File: config.mk
export PLATFORM = sky130hd
export DESIGN_NAME = mux_rr_n
export DESIGN_NICKNAME = d
export VERILOG_FILES = /design/src/rtl/mux_pkg.sv /design/src/rtl/mux_rr_n_rr_arb.sv /design/src/rtl/mux_rr_n.sv
export SDC_FILE = /design/constraint.sdc
export NUM_CORES = 1
export LEC_CHECK = 0
export ABC_AREA = 1
export CELL_PAD_IN_SITES_DETAIL_PLACEMENT = 1
export CELL_PAD_IN_SITES_GLOBAL_PLACEMENT = 1
export CORE_MARGIN = 4
export CORE_UTILIZATION = 26
export DETAILED_ROUTE_END_ITERATION = 8
export PLACE_DENSITY = 0.84
export SKIP_LAST_GASP = 1
export SYNTH_ARGS = -nofsm -noshare
export SYNTH_HDL_FRONTEND = slang
export SYNTH_SLANG_ARGS = --single-unit
File: constraint.sdc
create_clock -name clk -period 3.2 [get_ports clk]
set_clock_uncertainty 0.2 [all_clocks]
set_input_delay 0.32 -clock clk [delete_from_list [all_inputs] [get_ports clk]]
set_output_delay 0.32 -clock clk [all_outputs]
set_load 0.05 [all_outputs]
File: src/rtl/mux_pkg.sv
// -----------------------------------------------------------------------------
// mux_pkg
//   Shared types and helpers for the mux_rr_n slice.
//   - sel_mode_t : explicit-select vs. round-robin arbitration mode
//   - rr_next()  : rotating priority search, returns {found, idx}
//   The helper works on a fixed maximum width (RR_MAX_N channels); callers
//   zero-extend their pointer/valid vectors and pass the live channel count.
// -----------------------------------------------------------------------------
package mux_pkg;

    typedef enum logic {
        SEL_EXPLICIT = 1'b0,
        SEL_RR       = 1'b1
    } sel_mode_t;

    localparam int RR_MAX_N = 32;
    localparam int RR_IDX_W = 5;

    // Search valid[] starting at ptr+1, wrapping at n-1 -> 0 (n need not be a
    // power of two). ptr must be < n. Result is {found, idx}.
    function automatic logic [RR_IDX_W:0] rr_next(
        input logic [RR_IDX_W-1:0] ptr,
        input logic [RR_MAX_N-1:0] valid,
        input int                  n
    );
        logic                found;
        logic [RR_IDX_W-1:0] idx;
        logic [RR_IDX_W-1:0] cand_idx;
        int                  cand;
        found = 1'b0;
        idx   = {RR_IDX_W{1'b0}};
        for (int k = 1; k <= RR_MAX_N; k++) begin
            if (k <= n) begin
                // ptr < n and k <= n, so one subtraction brings cand below n
                cand = int'(ptr) + k;
                if (cand >= n) begin
                    cand = cand - n;
                end
                cand_idx = RR_IDX_W'(cand);
                if (!found && valid[cand_idx]) begin
                    found = 1'b1;
                    idx   = cand_idx;
                end
            end
        end
        return {found, idx};
    endfunction

endpackage : mux_pkg

File: src/rtl/mux_rr_n_rr_arb.sv
// -----------------------------------------------------------------------------
// rr_arb
//   Combinational round-robin search: finds the first set bit of valid,
//   starting at ptr+1 and wrapping modulo N.
//   Parameters: N (channels, 2..32), SEL_W (derived index width)
//   Ports:
//     ptr    in   SEL_W  index of the most recent grant
//     valid  in   N      per-channel request
//     found  out  1      at least one request present
//     idx    out  SEL_W  winning channel (0 when !found)
// -----------------------------------------------------------------------------
module rr_arb
    import mux_pkg::*;
#(
    parameter int N     = 3,
    parameter int SEL_W = $clog2(N)
) (
    input  logic [SEL_W-1:0] ptr,
    input  logic [N-1:0]     valid,
    output logic             found,
    output logic [SEL_W-1:0] idx
);

    logic [RR_IDX_W:0] res_s;
    logic              unused_s;

    // Rotating priority search on zero-extended operands
    always_comb begin
        res_s = rr_next(RR_IDX_W'(ptr), RR_MAX_N'(valid), N);
    end

    assign found    = res_s[RR_IDX_W];
    assign idx      = res_s[SEL_W-1:0];
    // upper index bits are always zero for N <= 2**SEL_W
    assign unused_s = ^res_s;

endmodule : rr_arb

File: src/rtl/mux_rr_n.sv
// -----------------------------------------------------------------------------
// mux_rr_n
//   N-channel, WIDTH-bit registered mux with valid/ready on every input and on
//   the output. Winner is chosen either by an explicit select or by
//   round-robin arbitration. One output register stage, latency 1 cycle,
//   full throughput (simultaneous drain and reload).
//   Optional feature macro: MUX_RR_ERR_EN adds the sticky err_sel flag that
//   records an out-of-range explicit select while any input was valid.
//   Ports:
//     clk        in   1        rising-edge clock
//     reset_n    in   1        asynchronous active-low reset
//     in_valid   in   N        per-channel valid
//     in_data    in   N*WIDTH  channel i at [i*WIDTH +: WIDTH]
//     in_ready   out  N        per-channel ready (one-hot or zero), combinational
//     sel_mode   in   1        0 = explicit, 1 = round-robin
//     sel        in   SEL_W    channel index for explicit mode
//     out_valid  out  1        output register holds valid data
//     out_data   out  WIDTH    registered data
//     out_ready  in   1        consumer accepts out_data this cycle
//     grant_idx  out  SEL_W    channel that produced out_data
//     err_sel    out  1        (MUX_RR_ERR_EN only) sticky bad-select flag
// -----------------------------------------------------------------------------
module mux_rr_n
    import mux_pkg::*;
#(
    parameter int WIDTH = 32,
    parameter int N     = 3,
    parameter int SEL_W = $clog2(N)
) (
    input  logic               clk,
    input  logic               reset_n,
    input  logic [N-1:0]       in_valid,
    input  logic [N*WIDTH-1:0] in_data,
    output logic [N-1:0]       in_ready,
    input  logic               sel_mode,
    input  logic [SEL_W-1:0]   sel,
    output logic               out_valid,
    output logic [WIDTH-1:0]   out_data,
    input  logic               out_ready,
    output logic [SEL_W-1:0]   grant_idx
`ifdef MUX_RR_ERR_EN
    ,
    output logic               err_sel
`endif
);

    localparam logic [SEL_W:0]   N_L       = (SEL_W + 1)'(N);
    localparam logic [SEL_W-1:0] PTR_RESET = SEL_W'(N - 1);

    sel_mode_t          mode_s;
    logic               sel_ok_s;
    logic               rr_found_s;
    logic [SEL_W-1:0]   rr_idx_s;
    logic               win_found_s;
    logic [SEL_W-1:0]   win_idx_s;
    logic               accept_s;
    logic               transfer_s;
    logic [N-1:0]       in_ready_s;

    logic               out_valid_r;
    logic [WIDTH-1:0]   out_data_r;
    logic [SEL_W-1:0]   grant_idx_r;
    logic [SEL_W-1:0]   rr_ptr_r;

    assign mode_s   = sel_mode_t'(sel_mode);
    assign sel_ok_s = ({1'b0, sel} < N_L);
    assign accept_s = !out_valid_r || out_ready;

    rr_arb #(
        .N     (N),
        .SEL_W (SEL_W)
    ) u_rr_arb (
        .ptr   (rr_ptr_r),
        .valid (in_valid),
        .found (rr_found_s),
        .idx   (rr_idx_s)
    );

    // Winner selection for the active mode
    always_comb begin
        win_found_s = 1'b0;
        win_idx_s   = {SEL_W{1'b0}};
        case (mode_s)
            SEL_RR: begin
                win_found_s = rr_found_s;
                win_idx_s   = rr_idx_s;
            end
            SEL_EXPLICIT: begin
                if (sel_ok_s) begin
                    win_found_s = in_valid[sel];
                    win_idx_s   = sel;
                end else begin
                    win_found_s = 1'b0;
                    win_idx_s   = {SEL_W{1'b0}};
                end
            end
            default: begin
                win_found_s = 1'b0;
                win_idx_s   = {SEL_W{1'b0}};
            end
        endcase
    end

    // A winner always has in_valid set, so a transfer is just found & accept.
    // reset_n gates the handshake so in_ready drops with reset, not a clock edge.
    assign transfer_s = win_found_s && accept_s && reset_n;

    // One-hot ready toward the winning channel
    always_comb begin
        in_ready_s = {N{1'b0}};
        for (int i = 0; i < N; i++) begin
            if (transfer_s && (win_idx_s == SEL_W'(i))) begin
                in_ready_s[i] = 1'b1;
            end else begin
                in_ready_s[i] = 1'b0;
            end
        end
    end

    assign in_ready = in_ready_s;

    // Output register, grant index and round-robin pointer
    always_ff @(posedge clk or negedge reset_n) begin
        if (!reset_n) begin
            out_valid_r <= 1'b0;
            out_data_r  <= {WIDTH{1'b0}};
            grant_idx_r <= {SEL_W{1'b0}};
            rr_ptr_r    <= PTR_RESET;
        end else if (transfer_s) begin
            out_valid_r <= 1'b1;
            out_data_r  <= in_data[win_idx_s*WIDTH +: WIDTH];
            grant_idx_r <= win_idx_s;
            // tracked in both modes so RR fairness resumes after a mode switch
            rr_ptr_r    <= win_idx_s;
        end else if (out_valid_r && out_ready) begin
            out_valid_r <= 1'b0;
        end else begin
            out_valid_r <= out_valid_r;
        end
    end

    assign out_valid = out_valid_r;
    assign out_data  = out_data_r;
    assign grant_idx = grant_idx_r;

`ifdef MUX_RR_ERR_EN
    logic bad_sel_s;
    logic err_sel_r;

    assign bad_sel_s = (mode_s == SEL_EXPLICIT) && !sel_ok_s && (|in_valid);

    // Sticky out-of-range select flag, cleared only by reset
    always_ff @(posedge clk or negedge reset_n) begin
        if (!reset_n) begin
            err_sel_r <= 1'b0;
        end else if (bad_sel_s) begin
            err_sel_r <= 1'b1;
        end else begin
            err_sel_r <= err_sel_r;
        end
    end

    assign err_sel = err_sel_r;
`endif

endmodule : mux_rr_n
## Word-level counts from Yosys, hierarchy flattened

Cells that the tools add are included.

- Flip-flop bits (word level): 37

- $add $sub $neg: 6
- Magnitude comparators: 8
- Equal/unequal tests: 2
- Shift operators: 1
- Muxes and demuxes: 26
- Bitwise gates (word level): 1
- Reduce and logical (&&, ||, !) cells: 14

Operator list:

| operator | count |
|---|---|
| $ge 32x3->1 const B | 3 |
| $shiftx 96x8->32 | 1 |
| $lt 5x6->1 const B | 3 |
| $bmux 1 s5 | 3 |
| $mux 5 | 3 |
| $sub 5x3->5 const B | 3 |
| $mux 1 | 13 |
| $logic_and 1x1->1 | 8 |
| $mux 2 | 4 |
| $add 2x2->3 const B | 2 |
| $pmux 2 s2 | 1 |
| $add 2x1->3 const B | 1 |
| $logic_not 1->1 | 3 |
| $lt 2x3->1 const B | 1 |
| $bmux 1 s2 | 1 |
| $eq 2x1->1 const B | 1 |
| $eq 2x2->1 const B | 1 |
| $logic_not 2->1 | 1 |
| $lt 2x2->1 const B | 1 |
| $pmux 1 s2 | 1 |
| $reduce_bool 2->1 | 1 |
| $logic_or 1x1->1 | 1 |
| $not 1->1 | 1 |

## Longest topological paths before layout

- Word-level depth: 17
- Mapped depth: 18
- Gate-level depth less buffers: 17

## Hierarchy

Synthesis repeated with hierarchy kept, for this count alone.

- Cells, all modules: 477
- Area total of the unflattened synthesis: 2808.9 um^2

By module, submodules not included:

| module | instances | cells an instance | area each (um^2) | sequential area each (um^2) |
|---|---|---|---|---|
| mux_rr_n | 1 | 415 | 2489.9 | 902.1 |
| rr_arb | 1 | 62 | 319.1 | 0.0 |

## Least setup slack after synthesis

OpenSTA, ideal clock, no wires.

- Path kind: flip-flop to output port
- Start: register rr_ptr_r[1]
- End: output in_ready[1]
- Data arrival time: 2.592 ns
- Required time: 2.680 ns
- Setup slack: 0.088 ns
- Cell stages (with the launch flop): 15
- Path through: dfstp_2 inv_1 ha_1 inv_2 nand2_1 nand2_1 nor2_1 nor2_1 nand3_2 nand3_1 nand2_1 nand2_2 nand2_2 buf_2 nor2_1

- Word-level cells in the longest chain between the ends: 17
- Elaborated cells on any way between the ends: 35
- Those cells by class: add/sub: 6; order compare: 3; eq/ne: 1; mux: 18; reduce/logical: 7

Ends and longest elaborated chain:

| item | line | source |
|---|---|---|
| from (decl) | mux_rr_n.sv:63 | `logic [SEL_W-1:0] rr_ptr_r;` |
| from (signal assigned) | mux_rr_n.sv:134 | `rr_ptr_r <= win_idx_s;` |
| $add 2x1->3 | mux_pkg.sv:35 | `cand = int'(ptr) + k;` |
| $ge 32x3->1 or $sub 5x3->5 (tied branches) | mux_pkg.sv:36, mux_pkg.sv:37 |  |
| $mux 5 | mux_pkg.sv:36 | `if (cand >= n) begin` |
| $bmux 1 s5 | mux_pkg.sv:40 | `if (!found && valid[cand_idx]) begin` |
| $mux 1 (implied by the code) | mux_pkg.sv:40 |  |
| $mux 1 | mux_pkg.sv:40 |  |
| $logic_not 1->1 | mux_pkg.sv:40 |  |
| $logic_and 1x1->1 | mux_pkg.sv:40 |  |
| $mux 1 | mux_pkg.sv:40 |  |
| $logic_not 1->1 | mux_pkg.sv:40 |  |
| $logic_and 1x1->1 | mux_pkg.sv:40 |  |
| $mux 1 | mux_pkg.sv:40 |  |
| $pmux 1 s2 | mux_rr_n.sv:83 | `case (mode_s)` |
| $logic_and 1x1->1 (2 in a row) | mux_rr_n.sv:106 | `assign transfer_s = win_found_s && accept_s && reset_n;` |
| $logic_and 1x1->1 * | mux_rr_n.sv:112 | `if (transfer_s && (win_idx_s == SEL_W'(i))) begin` |
| $mux 1 * | mux_rr_n.sv:112 |  |
| to (decl) | mux_rr_n.sv:34 | `output logic [N-1:0] in_ready,` |

Mark *: on every way between the ends. The rest lies on a longest branch, timed or not. The select of a mux whose other input is x is not followed.

## Worst setup path after layout

- Start: register rr_ptr_r[1]
- End: output in_ready[0]

The elaborated chain is that of the path after synthesis.

==> results by group <==
Status
  – Status: finished clean

Floorplanning
  – Initial Utilization: 26.70%
  – Row cnt: 36
  – IO Pins: 143
  – Die Span X: 108.0 um
  – Total die area: 11650 um^2
  – Die Y: 108.0 um
  – Core region area: 9729 um^2

Global route
  – Number of global-route vias before repair: 3224
  – Global-route wire length before repair: 15.48 mm
  – Aggregate global-route resource usage: 16.56%
  – GRT overflow: 0
  – Largest net degree at the start of global routing: 51
  – Initial antenna violation count: 0

Detailed routing
  – WL/cell: 14.27 um
  – WL final: 9.788 mm
  – Post-DRT Antenna Nets: 0
  – Drt via density: 4.485
  – DR DRC count: 0
  – 1st-pass router iterations: 4
  – Vias after detailed routing: 3077
  – Starting DRC count in detailed routing: 77

Synth
  – Ys Warns: 0
  – Synth Instances: 404
  – Main area contributors after synthesis: dfrtp_1, nand2_1, inv_1
  – Post-synth top area share: 33.72%
  – Syn_nets: 514
  – Area of the mapped netlist: 2597 um^2
  – Sequential cell area fraction in the yosys report: 34.73%
  – Synth cell types: 26
  – Cell type with the largest total area after synthesis: dfrtp_1
  – #FFs+latches synth: 36
  – Post-Syn Area per Cell: 6.429 um^2

CTS
  – CTS max path bufs: 2
  – Sink Count: 36
  – Clock insertion delay at the later pin of the skew report: 0.28 ns
  – Clock root buffer: clkbuf_8
  – CTS tree: yes
  – TritonCTS Buffers: 5
  – Number of H-tree levels: 2
  – CTS clock-pin slew for the worst setup and hold paths: 0.08 ns

Setup path
  – Most common cell on crit path: nand2_1
  – Critical path buffers and inverters: 4
  – Largest delay contributor family on the critical path: simple AND/OR/NAND/NOR gates
  – Reg2reg path depth: 16
  – Kind of critical path: reg -> out
  – Data arrival, critical path: 2.54 ns
  – Worst stage delay on the critical path: 0.56 ns
  – CP max stage cell: dfstp_2
  – Critical path fanouts, max: 7
  – CP endpoint kind: output pin
  – R2R Setup Slk: 0.31 ns
  – Reg-to-reg startpoint: rr_ptr_r[1]
  – Reg-to-Reg End: out_data[25]
  – Critical path data required time: 2.68 ns
  – Critical path startpoint category: flip-flop
  – Critical-path cell list: inv_1 -> ha_4 -> nand2_1 -> nand2_1 -> nand2_1 -> clkinv_2 -> nand2_1 -> inv_1 -> a31oi_2 -> nand3_2 -> nand2_4 -> nand2_2 -> a21oi_4 -> buf_12

Placed design
  – GPL Wtd Cong: 0.9136
  – IO buf count: 142
  – Final HPWL DP: 7.651 mm
  – Dpl ws: 0.1206 ns
  – Placement-stage cell area: 4178 um^2

Timing
  – Part of the cycle the worst path needs: 95.48%
  – Final Hold Fails: 0
  – Slew headroom: 51.32%
  – Slew of the pin with the lowest slew margin: 0.7254 ns
  – PnR worst setup slack: 0.1448 ns
  – Fmax: 327.3 MHz
  – Final slew viol count: 0
  – Post-layout min period: 3.055 ns
  – Final setup fails: 0

Power and ir drop
  – P_leak: 2.210 nW
  – VDD IR max: 304.4 uV
  – Power Dens Cells: 971.2 nW/um^2

Min path
  – Hold depth: 2
  – Min-Delay Endpoint: out_valid
  – Hold_sp: out_valid
  – Hold Path Class: reg -> reg

Cells and area
  – FILL cells: 1240
  – Ratio of cells with drive above 1 in the final layout: 8.680%
  – Cell area after layout: 4400 um^2
  – Fin nets: 662
  – N_diodes: 0
  – Most common cell after layout, fill and taps aside: nand2_1
  – Area growth, synth to finish: 69.41%
  – Most frequent cells in the layout: nand2_1, clkdlybuf4s50_1, inv_1, dfrtp_1, nand3_1

Flow run
  – Max-cap viol count: 0
[worst max path at each step]
| stage | slack [ns] | endpoint | depth (start not counted) | start |
|---|---|---|---|---|
| after global placement | 0.30 | in_ready[0] | 14 | rr_ptr_r[1] |
| final | 0.14 | in_ready[0] | 14 | rr_ptr_r[1] |
| after detailed placement | 0.12 | in_ready[0] | 14 | rr_ptr_r[1] |
| after global routing | -0.01 | in_ready[2] | 14 | rr_ptr_r[1] |
| after CTS | -0.02 | in_ready[0] | 13 | rr_ptr_r[1] |
| after floorplan | 0.09 | in_ready[1] | 14 | rr_ptr_r[1] |
[worst min-delay path, delay by kind of cell (launching register included)]
family / cells / cell delay, ns
DFF: 1 / 0.35
and+or+nand+nor: 2 / 0.16
[stage by stage]
step	power, W	cells	util (%)	setup TNS [ns]	hold slack (ns)
floorplan	0.002784	404	-	0	-0.1756
global placement	0.003636	670	42.94	0	0.2517
detailed placement	0.003746	670	42.94	0	0.2483
CTS	0.004225	681	44.52	-0.02205	0.3425
global route	0.004612	686	45.23	-0.02865	0.3717
finish	0.004274	686	45.23	0	0.3372
[sequential cells by signal, summed over array words and instances (netlist names)]
name	cells
out_valid	1
out_data	32
rr_ptr_r	1
grant_idx	2
[synthesized netlist by cell type, drive strengths merged]
| library cell | count |
|---|---|
| a21oi | 7 |
| a31oi | 1 |
| buf | 16 |
| clkbuf | 2 |
| clkinv | 1 |
| dfrtp | 35 |
| dfstp | 1 |
| ha | 5 |
| inv | 75 |
| nand2 | 174 |
| nand3 | 23 |
| nand4 | 1 |
| nor2 | 21 |
| nor3 | 1 |
| o211ai | 20 |
| o21ai | 12 |
| o21bai | 9 |
[power breakdown]
part           switching [W]  leakage [nW]  internal [W]  total (W)
registers           0.000118         0.438      0.000681   0.000799
clock network       0.000180        0.0552      0.000232   0.000412
logic                0.00198          1.72       0.00108    0.00306
[cells by family after synthesis]
family / share of synthesized area, %
buf+inv: 15.85
compound gates: 12.43
simple gates: 34.59
fa+ha+maj: 2.408
flops: 34.73
[timing repair]
action,CTS,global route
endpoints found under the hold margin,35,0
endpoints found under the setup margin,3,7
hold buffers,1,0
pin swaps,1,3
gates resized for setup,6,5
setup buffers,2,5
[cell type report]
cell class                      count  area, um^2  area share, %
Multi-Input combinational cell    274        1336          30.37
Timing Repair Buffer              159        1602          36.39
Sequential cell                    36       902.1          20.50
Clock inverter                      2       35.03         0.7961
Clock buffer                        6       72.57          1.649
Inverter                           76       286.5          6.511
Tap cell                          133       166.4          3.782
[layer usage]
metal	GRT usage, %	wire length (um)	vias up	part of all wire [%]
met1	19.23	3940	1442	40
met4	3.607	157	0	1.6
met5	0	0	-	0
met3	5.373	772	12	7.9
met2	29.71	4917	105	50
li1	-	-	1518	-
(Power assumes the default switching activity.)
